===== config.mk =====
export PLATFORM = sky130hd
export DESIGN_NAME = aurora_tx_lane
export DESIGN_NICKNAME = d
export VERILOG_FILES = /design/src/rtl/aurora_pkg.sv /design/src/rtl/aurora_tx_scrambler.sv /design/src/rtl/aurora_tx_lane.sv
export SDC_FILE = /design/constraint.sdc
export NUM_CORES = 1
export LEC_CHECK = 0
export CORE_ASPECT_RATIO = 1.1
export CORE_MARGIN = 2
export CORE_UTILIZATION = 40
export DETAILED_ROUTE_END_ITERATION = 16
export RECOVER_POWER = 25
export SYNTH_ARGS = -nofsm -noshare
export SYNTH_HDL_FRONTEND = slang
export SYNTH_SLANG_ARGS = --single-unit

===== constraint.sdc =====
create_clock -name clk -period 11 [get_ports clk]
set_clock_uncertainty 0.1 [all_clocks]
set_input_delay 2.2 -clock clk [delete_from_list [all_inputs] [get_ports clk]]
set_output_delay 2.2 -clock clk [all_outputs]
set_load 0.005 [all_outputs]

===== src/rtl/aurora_pkg.sv =====
`default_nettype none
// +----------------------------------------------------------------------+
// | aurora_pkg : shared constants and block type for the Aurora TX lane  |
// | Rev 1.0                                                              |
// +----------------------------------------------------------------------+
package aurora_pkg;

   localparam logic [1:0]  HDR_DATA         = 2'b01;
   localparam logic [1:0]  HDR_CTRL         = 2'b10;
   localparam logic [63:0] IDLE_PAYLOAD_DEF = 64'h7800_0000_0000_0000;

   localparam int SCR_TAP_A = 38;
   localparam int SCR_TAP_B = 57;
   localparam int SCR_W     = 58;

   typedef struct packed {
      logic [1:0]  hdr;
      logic [63:0] payload;
   } aurora_block_t;

   localparam aurora_block_t IDLE_BLOCK = '{hdr: HDR_CTRL, payload: IDLE_PAYLOAD_DEF};

   // Only 01 and 10 are legal sync headers.
   function automatic logic hdr_illegal(input logic [1:0] hdr);
      return (hdr[1] == hdr[0]);
   endfunction

endpackage
`default_nettype wire


===== src/rtl/aurora_tx_scrambler.sv =====
`default_nettype none
// +----------------------------------------------------------------------+
// | aurora_tx_scrambler : x^58+x^39+1 self-synchronous 64-bit scrambler  |
// | Rev 1.0                                                              |
// +----------------------------------------------------------------------+
module aurora_tx_scrambler
   import aurora_pkg::*;
(
   input  logic        clk,
   input  logic        rst,
   input  logic        adv_i,
   input  logic [63:0] data_i,
   output logic [63:0] scr_o
);

   logic [SCR_W-1:0] state_q;
   logic [SCR_W-1:0] state_d;

   // Scrambled bits feed back into the state, payload bit 0 first.
   always_comb begin
      logic [SCR_W-1:0] st;
      st    = state_q;
      scr_o = '0;
      for (int i = 0; i < 64; i++) begin
         scr_o[i] = data_i[i] ^ st[SCR_TAP_A] ^ st[SCR_TAP_B];
         st       = {st[SCR_W-2:0], scr_o[i]};
      end
      state_d = st;
   end

   always_ff @(posedge clk) begin
      if (rst) begin
         state_q <= '1;
      end else if (adv_i) begin
         state_q <= state_d;
      end
   end

endmodule
`default_nettype wire


===== src/rtl/aurora_tx_lane.sv =====
`default_nettype none
// +----------------------------------------------------------------------+
// | aurora_tx_lane : 64b/66b TX lane, scrambler + 66:32 gearbox + idles  |
// | Rev 1.0                                                              |
// +----------------------------------------------------------------------+
module aurora_tx_lane
   import aurora_pkg::*;
#(
   parameter logic [63:0] IDLE_PAYLOAD = IDLE_PAYLOAD_DEF,
   parameter int unsigned STAT_W       = 16
) (
   input  logic              clk,
   input  logic              rst,
   input  logic [63:0]       tx_data_i,
   input  logic [1:0]        tx_header_i,
   input  logic              tx_valid_i,
   output logic              tx_ready_o,
   input  logic              tx_polarity_i,
   output logic [31:0]       tx_data_o,
   output logic [STAT_W-1:0] tx_idle_cnt_o,
   output logic              tx_hdr_err_o
);

   logic [97:0]       buf_q, buf_d, load_buf;
   logic [6:0]        fill_q, fill_d, fill_ld;
   logic [31:0]       data_q, data_d;
   logic [STAT_W-1:0] idle_q, idle_d;
   logic              err_q, err_d;
   logic              rst_q;
   logic              load;
   aurora_block_t     blk;
   aurora_block_t     blk_scr;
   logic [63:0]       scr_payload;

   // The cycle right after reset release loads nothing so the stream restarts cleanly.
   assign load       = (fill_q < 7'd32) && !rst_q;
   assign tx_ready_o = load;

   always_comb begin
      if (tx_valid_i) begin
         blk = '{hdr: tx_header_i, payload: tx_data_i};
      end else begin
         blk = '{hdr: HDR_CTRL, payload: IDLE_PAYLOAD};
      end
   end

   aurora_tx_scrambler u_scrambler (
      .clk    (clk),
      .rst    (rst),
      .adv_i  (load),
      .data_i (blk.payload),
      .scr_o  (scr_payload)
   );

   assign blk_scr = '{hdr: blk.hdr, payload: scr_payload};

   always_comb begin
      load_buf = buf_q;
      fill_ld  = fill_q;
      if (load) begin
         // Block lands directly behind the valid bits: [97-fill_q -: 66].
         load_buf = buf_q | ({32'd0, blk_scr} << (7'd32 - fill_q));
         fill_ld  = fill_q + 7'd66;
      end
      buf_d  = load_buf << 32;
      fill_d = (fill_ld >= 7'd32) ? (fill_ld - 7'd32) : 7'd0;
      data_d = load_buf[97:66] ^ {32{tx_polarity_i}};
      err_d  = load && tx_valid_i && hdr_illegal(tx_header_i);
      idle_d = idle_q;
      if (load && !tx_valid_i && (idle_q != {STAT_W{1'b1}})) begin
         idle_d = idle_q + STAT_W'(1);
      end
   end

   always_ff @(posedge clk) begin
      rst_q <= rst;
      if (rst) begin
         buf_q  <= '0;
         fill_q <= '0;
         data_q <= '0;
         idle_q <= '0;
         err_q  <= 1'b0;
      end else begin
         buf_q  <= buf_d;
         fill_q <= fill_d;
         data_q <= data_d;
         idle_q <= idle_d;
         err_q  <= err_d;
      end
   end

   assign tx_data_o     = data_q;
   assign tx_idle_cnt_o = idle_q;
   assign tx_hdr_err_o  = err_q;

endmodule
`default_nettype wire


==> flow_summary.toml, run 1 <==
[worst_setup_path]
reg2reg_depth = 10
worstPathCellList = "clkbuf_1, buf_4, or2_2, nor2_1, o21ai_0, or3b_1"
worstPathRequired_ns = 11.24
critPathKind = "primary input to flip-flop"
crit_path_start_kind = "primary input"
crit_fanout = 68
regToRegSetupSlack_ns = 6.44
cpMaxStageDelayCell = "clkbuf_1"
cp_top_family = "buffers and inverters"
critPathCaptureType = "flip-flop"
cp.arrival_ns = 6.71
critPathMaxStageDelay_ns = 2.35
r2r_end = "buf_q[86]$_SDFF_PP0_"
path_buf_inv = 2

[clocking]
cts-hold-fix-buffers = 0
tritoncts = "done"
worstSkewPairLatency_ns = 0.46
clock-sinks = 180
cts_buffer_depth = 2
cts_root_buffer = "clkbuf_16"
postCtsSetupRepairBufs = 0
cts_resized = 0
htreeDepth = 4
cts-buffers-inserted = 17
clkTransAtPathRegs_ns = 0.08

[synthesis]
avgSynthCellArea_um2 = 8.50
synth_commonest_cells = "200 x nor2_1, 180 x dfxtp_1, 137 x nand2_1"
synth_edf_count = 0
synth.top_cell.area_share_pct = 26.6
yosysSeqAreaShare_pct = 26.6
synth_most_common_cell = "nor2_1"
ys_types = 76
synth_cells = 1593
yosys_warnings = 0
synth-seq-cells = 180
syn-num-nets = 1667
ys_dominant_reg_cell = "dfxtp_1"
synthTopCellsByArea = "dfxtp_1 27%, mux4_2 7.3%, xnor2_1 5.8%"
ys_async_sr_fraction_pct = 0
netlist_area_um2 = 13500
yosys.area.top_type = "dfxtp_1"

[detailed_routing]
viasPerCell = 6.58
drt_iter0_markers = 1942
wl_per_cell_um = 28.1
drt_drc_violations_left = 0
drt_wl_total_um = 58300
drt-pass1-iter-count = 7
via_count = 13700
ant_nets = 0

[final_layout]
insertedDiodeCount = 0
drive_above_1_share_pct = 9.83
area_delta_synth_final_pct = 15.7
final_nets = 1709
utilization_pct = 47.1

[worst_hold_path]
holdPathEnd = "buf_q[87]$_SDFF_PP0_"
hp-class = "flip-flop to flip-flop"
hold_depth = 2
hold_path_startpoint = "buf_q[55]$_SDFF_PP0_"

[timing]
post-route-period-util_pct = 58.8
whs_ns = 0.329
worst_slew_pin_slew_ns = 3.40
max_freq_mhz = 155
final-hold-violation-count = 0
tns_ns = 0
slew_violations = 69
final.min_clock_period_ns = 6.47
rsz0062_at_grt = "false"
max_slew_margin_pct = -127
finalSetupViolCount = 0

[floorplanning]
die_h_um = 197
die_w_um = 179
dieArea_um2 = 35300
rows = 70
ios = 120
coreArea_um2 = 33300
start_util_pct = 40.7

[run]
maxCapViolations = 1

[placement]
dpl.hpwl_um = 42500
place.gp.congestion = 0.985
portBuffers = 119

[outcome]
outcome = "finished with violations"
failed_checks = "capacitance limit, slew limit"

[grt]
grt_overflow_total = 0
grt_pass1_vias = 12700
grt_max_degree = 69
antenna_found_initial = 0
grt_usage_pct = 32.3
grt_pass1_wl_um = 85600
-- area by class of cell --
class                           count  area, um2
Clock buffer                       18        439
Multi-Input combinational cell   1262       9420
Tap cell                          432        541
Timing Repair Buffer              150       1420
Clock inverter                     14        156
Inverter                           24       90.1
Fill cell                        3261      17600
Sequential cell                   180       3600
-- worst reg2reg max path, cell delays in order, from the launching register on --
cell       delay (ns)
dfxtp_1          0.45
inv_1            0.07
ha_2             0.77
nand2b_1         0.79
a211oi_1         0.09
nor4_1           0.88
a21oi_1          0.16
a31oi_1          0.42
nor2_1           0.09
a2111oi_0        0.39
nor3_1           0.09
-- registers in the layout (all words and copies together), names as in the netlist, named ones only --
register,count
buf_q,66
fill_q,4
rst_q,1
tx_data_o,32
tx_hdr_err_o,1
tx_idle_cnt_o,16
u_scrambler.state_q,58
-- placed cells by master (no fill, tap or decap), types with 10 or more instances in the layout --
cell type,instances
mux4_2,44
clkbuf_16,17
dlygate4sd3_1,39
a31oi_1,15
o211ai_1,19
xnor2_1,87
a211o_1,67
nor2_1,200
o21ai_0,57
xor2_1,73
nand3_1,21
and2_1,12
o221ai_1,11
o22ai_1,20
nand2_1,137
nor4_1,16
nand4_1,21
a221oi_1,12
and4_1,15
dfxtp_1,179
nor3_1,34
clkdlybuf4s50_1,78
or2_2,11
buf_4,32
xnor3_1,22
mux2_2,13
a211oi_1,32
inv_1,22
nand2b_1,10
o31ai_1,13
mux2i_1,60
a21oi_1,86
-- per-layer routing --
metal / global-route usage, % / up-vias / part of all wire [%]
met2: 49.0 / 852 / 43
met5: 0 / - / 0
met3: 6.26 / 179 / 9.8
met4: 19.0 / 0 / 6.2
met1: 42.7 / 6690 / 41
li1: - / 5969 / -
-- cell families (layout without fill, tap and decap cells) --
kind of cell	count (synthesis)	after routing	share of synthesized area, %
AND/OR/NAND/NOR	520	520	17.9
AO/OA/AOI/OAI	427	427	22.6
XOR/XNOR	194	194	15.3
flip-flops	180	180	26.6
buffers and inverters	151	206	4.46
multiplexers	117	117	12.8
adder cells (fa/ha/maj)	4	4	0.370
-- through the flow --
stage | setup slack (ns) | area [um2] | instances
2_1_floorplan | 6.44 | 13500 | 1593
3_3_place_gp | 4.97 | 15100 | 2048
3_5_place_dp | 5.00 | 15100 | 2048
4_1_cts | 5.43 | 15700 | 2080
5_1_grt | 4.14 | 15700 | 2080
6_report | 4.53 | 15700 | 2080
-- worst max-delay path by stage --
stage	from	slack (ns)	cells past startpoint	endpoint
2_1_floorplan	tx_valid_i	6.44	12	buf_q[86]$_SDFF_PP0_
5_1_grt	rst	4.14	7	tx_data_o[2]$_SDFF_PP0_
6_report	rst	4.53	6	tx_data_o[26]$_SDFF_PP0_
3_5_place_dp	tx_valid_i	5.00	10	tx_data_o[29]$_SDFF_PP0_
4_1_cts	tx_data_i[2]	5.43	9	tx_data_o[30]$_SDFF_PP0_
3_3_place_gp	tx_valid_i	4.97	9	tx_data_o[30]$_SDFF_PP0_
Power of run 1 is left out: the tool's default activity adds up to more than one toggle a clock period on the data nets, which glitch-free logic cannot reach.
==> run 2, diff against run 1 <==
==> constraint.sdc (replaced) <==
create_clock -name clk -period 6 [get_ports clk]
set_clock_uncertainty 0.1 [all_clocks]
set_input_delay 1.2 -clock clk [delete_from_list [all_inputs] [get_ports clk]]
set_output_delay 1.2 -clock clk [all_outputs]
set_load 0.005 [all_outputs]
==> run 2 against run 1 <==
The flow still finishes with violations (capacitance limit, slew limit). Routed wire length shrank 1.0%. Sequential share of layout area fell by 0.20 points. Cell count increased by 0.58%. Non-clock buffer count rose by 12.
==> flow_summary.toml, run 2 (same netlist as run 1, synthesis figures left out) <==
[outcome]
outcome = "finished with violations"
failed_checks = "capacitance limit, slew limit"

[clocking]
cts_root_buffer = "clkbuf_16"
cts_buffer_depth = 2
cts_resized = 0
clock-sinks = 180
htreeDepth = 4
cts-buffers-inserted = 17
postCtsSetupRepairBufs = 0
clkTransAtPathRegs_ns = 0.09
tritoncts = "done"
cts-hold-fix-buffers = 0
worstSkewPairLatency_ns = 0.46

[timing]
worst_slew_pin_slew_ns = 1.91
tns_ns = 0
finalSetupViolCount = 0
max_freq_mhz = 210
final.min_clock_period_ns = 4.76
rsz0062_at_grt = "false"
final-hold-violation-count = 0
max_slew_margin_pct = -27.1
slew_violations = 39
post-route-period-util_pct = 79.3

[detailed_routing]
ant_nets = 0
drt_drc_violations_left = 0
wl_per_cell_um = 27.6
drt-pass1-iter-count = 7
via_count = 13500
viasPerCell = 6.47
drt_wl_total_um = 57800
drt_iter0_markers = 1781

[worst_setup_path]
crit_path_frequent_cell = "clkbuf_1"
path_buf_inv = 4
cpMaxStageDelayCell = "clkbuf_1"
worstPathRequired_ns = 6.28
cp.arrival_ns = 5.04
crit_fanout = 62
critPathMaxStageDelay_ns = 1.44
crit_path_start_kind = "primary input"
worstPathCellList = "clkbuf_1, clkbuf_1, buf_4, inv_1, o211ai_1"
cp_top_family = "buffers and inverters"
critPathCaptureType = "flip-flop"
critPathKind = "primary input to flip-flop"

[worst_hold_path]
hp-class = "flip-flop to flip-flop"

[final_layout]
layout_common_cells = "200 x nor2_1, 179 x dfxtp_1, 137 x nand2_1"
drive_above_1_share_pct = 10.4
largest_reg_flops = 66
insertedDiodeCount = 0
mostFrequentLayoutCell = "nor2_1"
area_delta_synth_final_pct = 16.7
final_nets = 1721
largest_register = "buf_q"

[grt]
grt_pass1_vias = 12600
grt_usage_pct = 31.9
grt_pass1_wl_um = 84100
grt_overflow_total = 0
antenna_found_initial = 0
grt_max_degree = 82

[floorplanning]
die_w_um = 179
dieArea_um2 = 35300
coreArea_um2 = 33300
die_h_um = 197
rows = 70
start_util_pct = 40.7
ios = 120

[placement]
portBuffers = 119
dpl.hpwl_um = 43300
place.gp.congestion = 1.00

[run]
maxCapViolations = 1
## run 2: cell types whose count changed in the layout (fill, tap and decap cells not counted)
cell             previous run  this run
clkbuf_1                    1         2
buf_12                      0         1
clkdlybuf4s50_1            78        69
dlygate4sd3_1              39        48
bufinv_16                   0         2
buf_4                      32        42
clkbuf_8                    1         0
clkinv_4                    2         1
## run 2: layer usage
layer  global-route usage (%)  wire length, um  part of all wire, %
met1                     41.6            23500                   41
met2                     47.8            24800                   43
met3                     6.50             5400                  9.3
met4                     21.1             4100                  7.1
met5                        0                0                    0
## run 2: final timing paths
path / from / end / slack (ns) / cells after the start
max: rst / u_scrambler.state_q[6]$_SDFFE_PP1P_ / 1.24 / 5
min: buf_q[45]$_SDFF_PP0_ / buf_q[77]$_SDFF_PP0_ / 0.32 / 2
max reg2reg: flip-flop / tx_data_o[29]$_SDFF_PP0_ / 1.74 / 10
min reg2reg: buf_q[45]$_SDFF_PP0_ / buf_q[77]$_SDFF_PP0_ / 0.32 / 2
## run 2: worst reg2reg max path, cell delays in order (launching register included)
cell and delay, ns:
dfxtp_1 0.45, inv_1 0.07, ha_2 0.41, buf_4 0.44
nand2b_1 0.51, o22ai_1 0.67, nor3_1 0.18, o31ai_1 0.50
o22ai_1 0.17, a2111oi_0 0.46, o31ai_1 0.14
## run 2: layout make-up
type,count,area (um2)
Inverter,24,90.1
Clock buffer,17,425
Sequential cell,180,3600
Timing Repair Buffer,162,1510
Clock inverter,15,208
Multi-Input combinational cell,1262,9420
Fill cell,3283,17500
Tap cell,432,541
## run 2: stage by stage
step,hold slack [ns],instance area (um2),cells,setup slack (ns),utilization [%]
after CTS,0.329,15800,2092,1.71,47.5
after detailed placement,0.319,15200,2060,1.24,45.6
after global placement,0.315,15200,2060,1.29,45.6
after floorplan,0.311,13500,1593,1.92,-
after global routing,0.344,15800,2092,1.06,47.5
final,0.325,15800,2092,1.24,47.5
Power of run 2 is left out for the same reason.
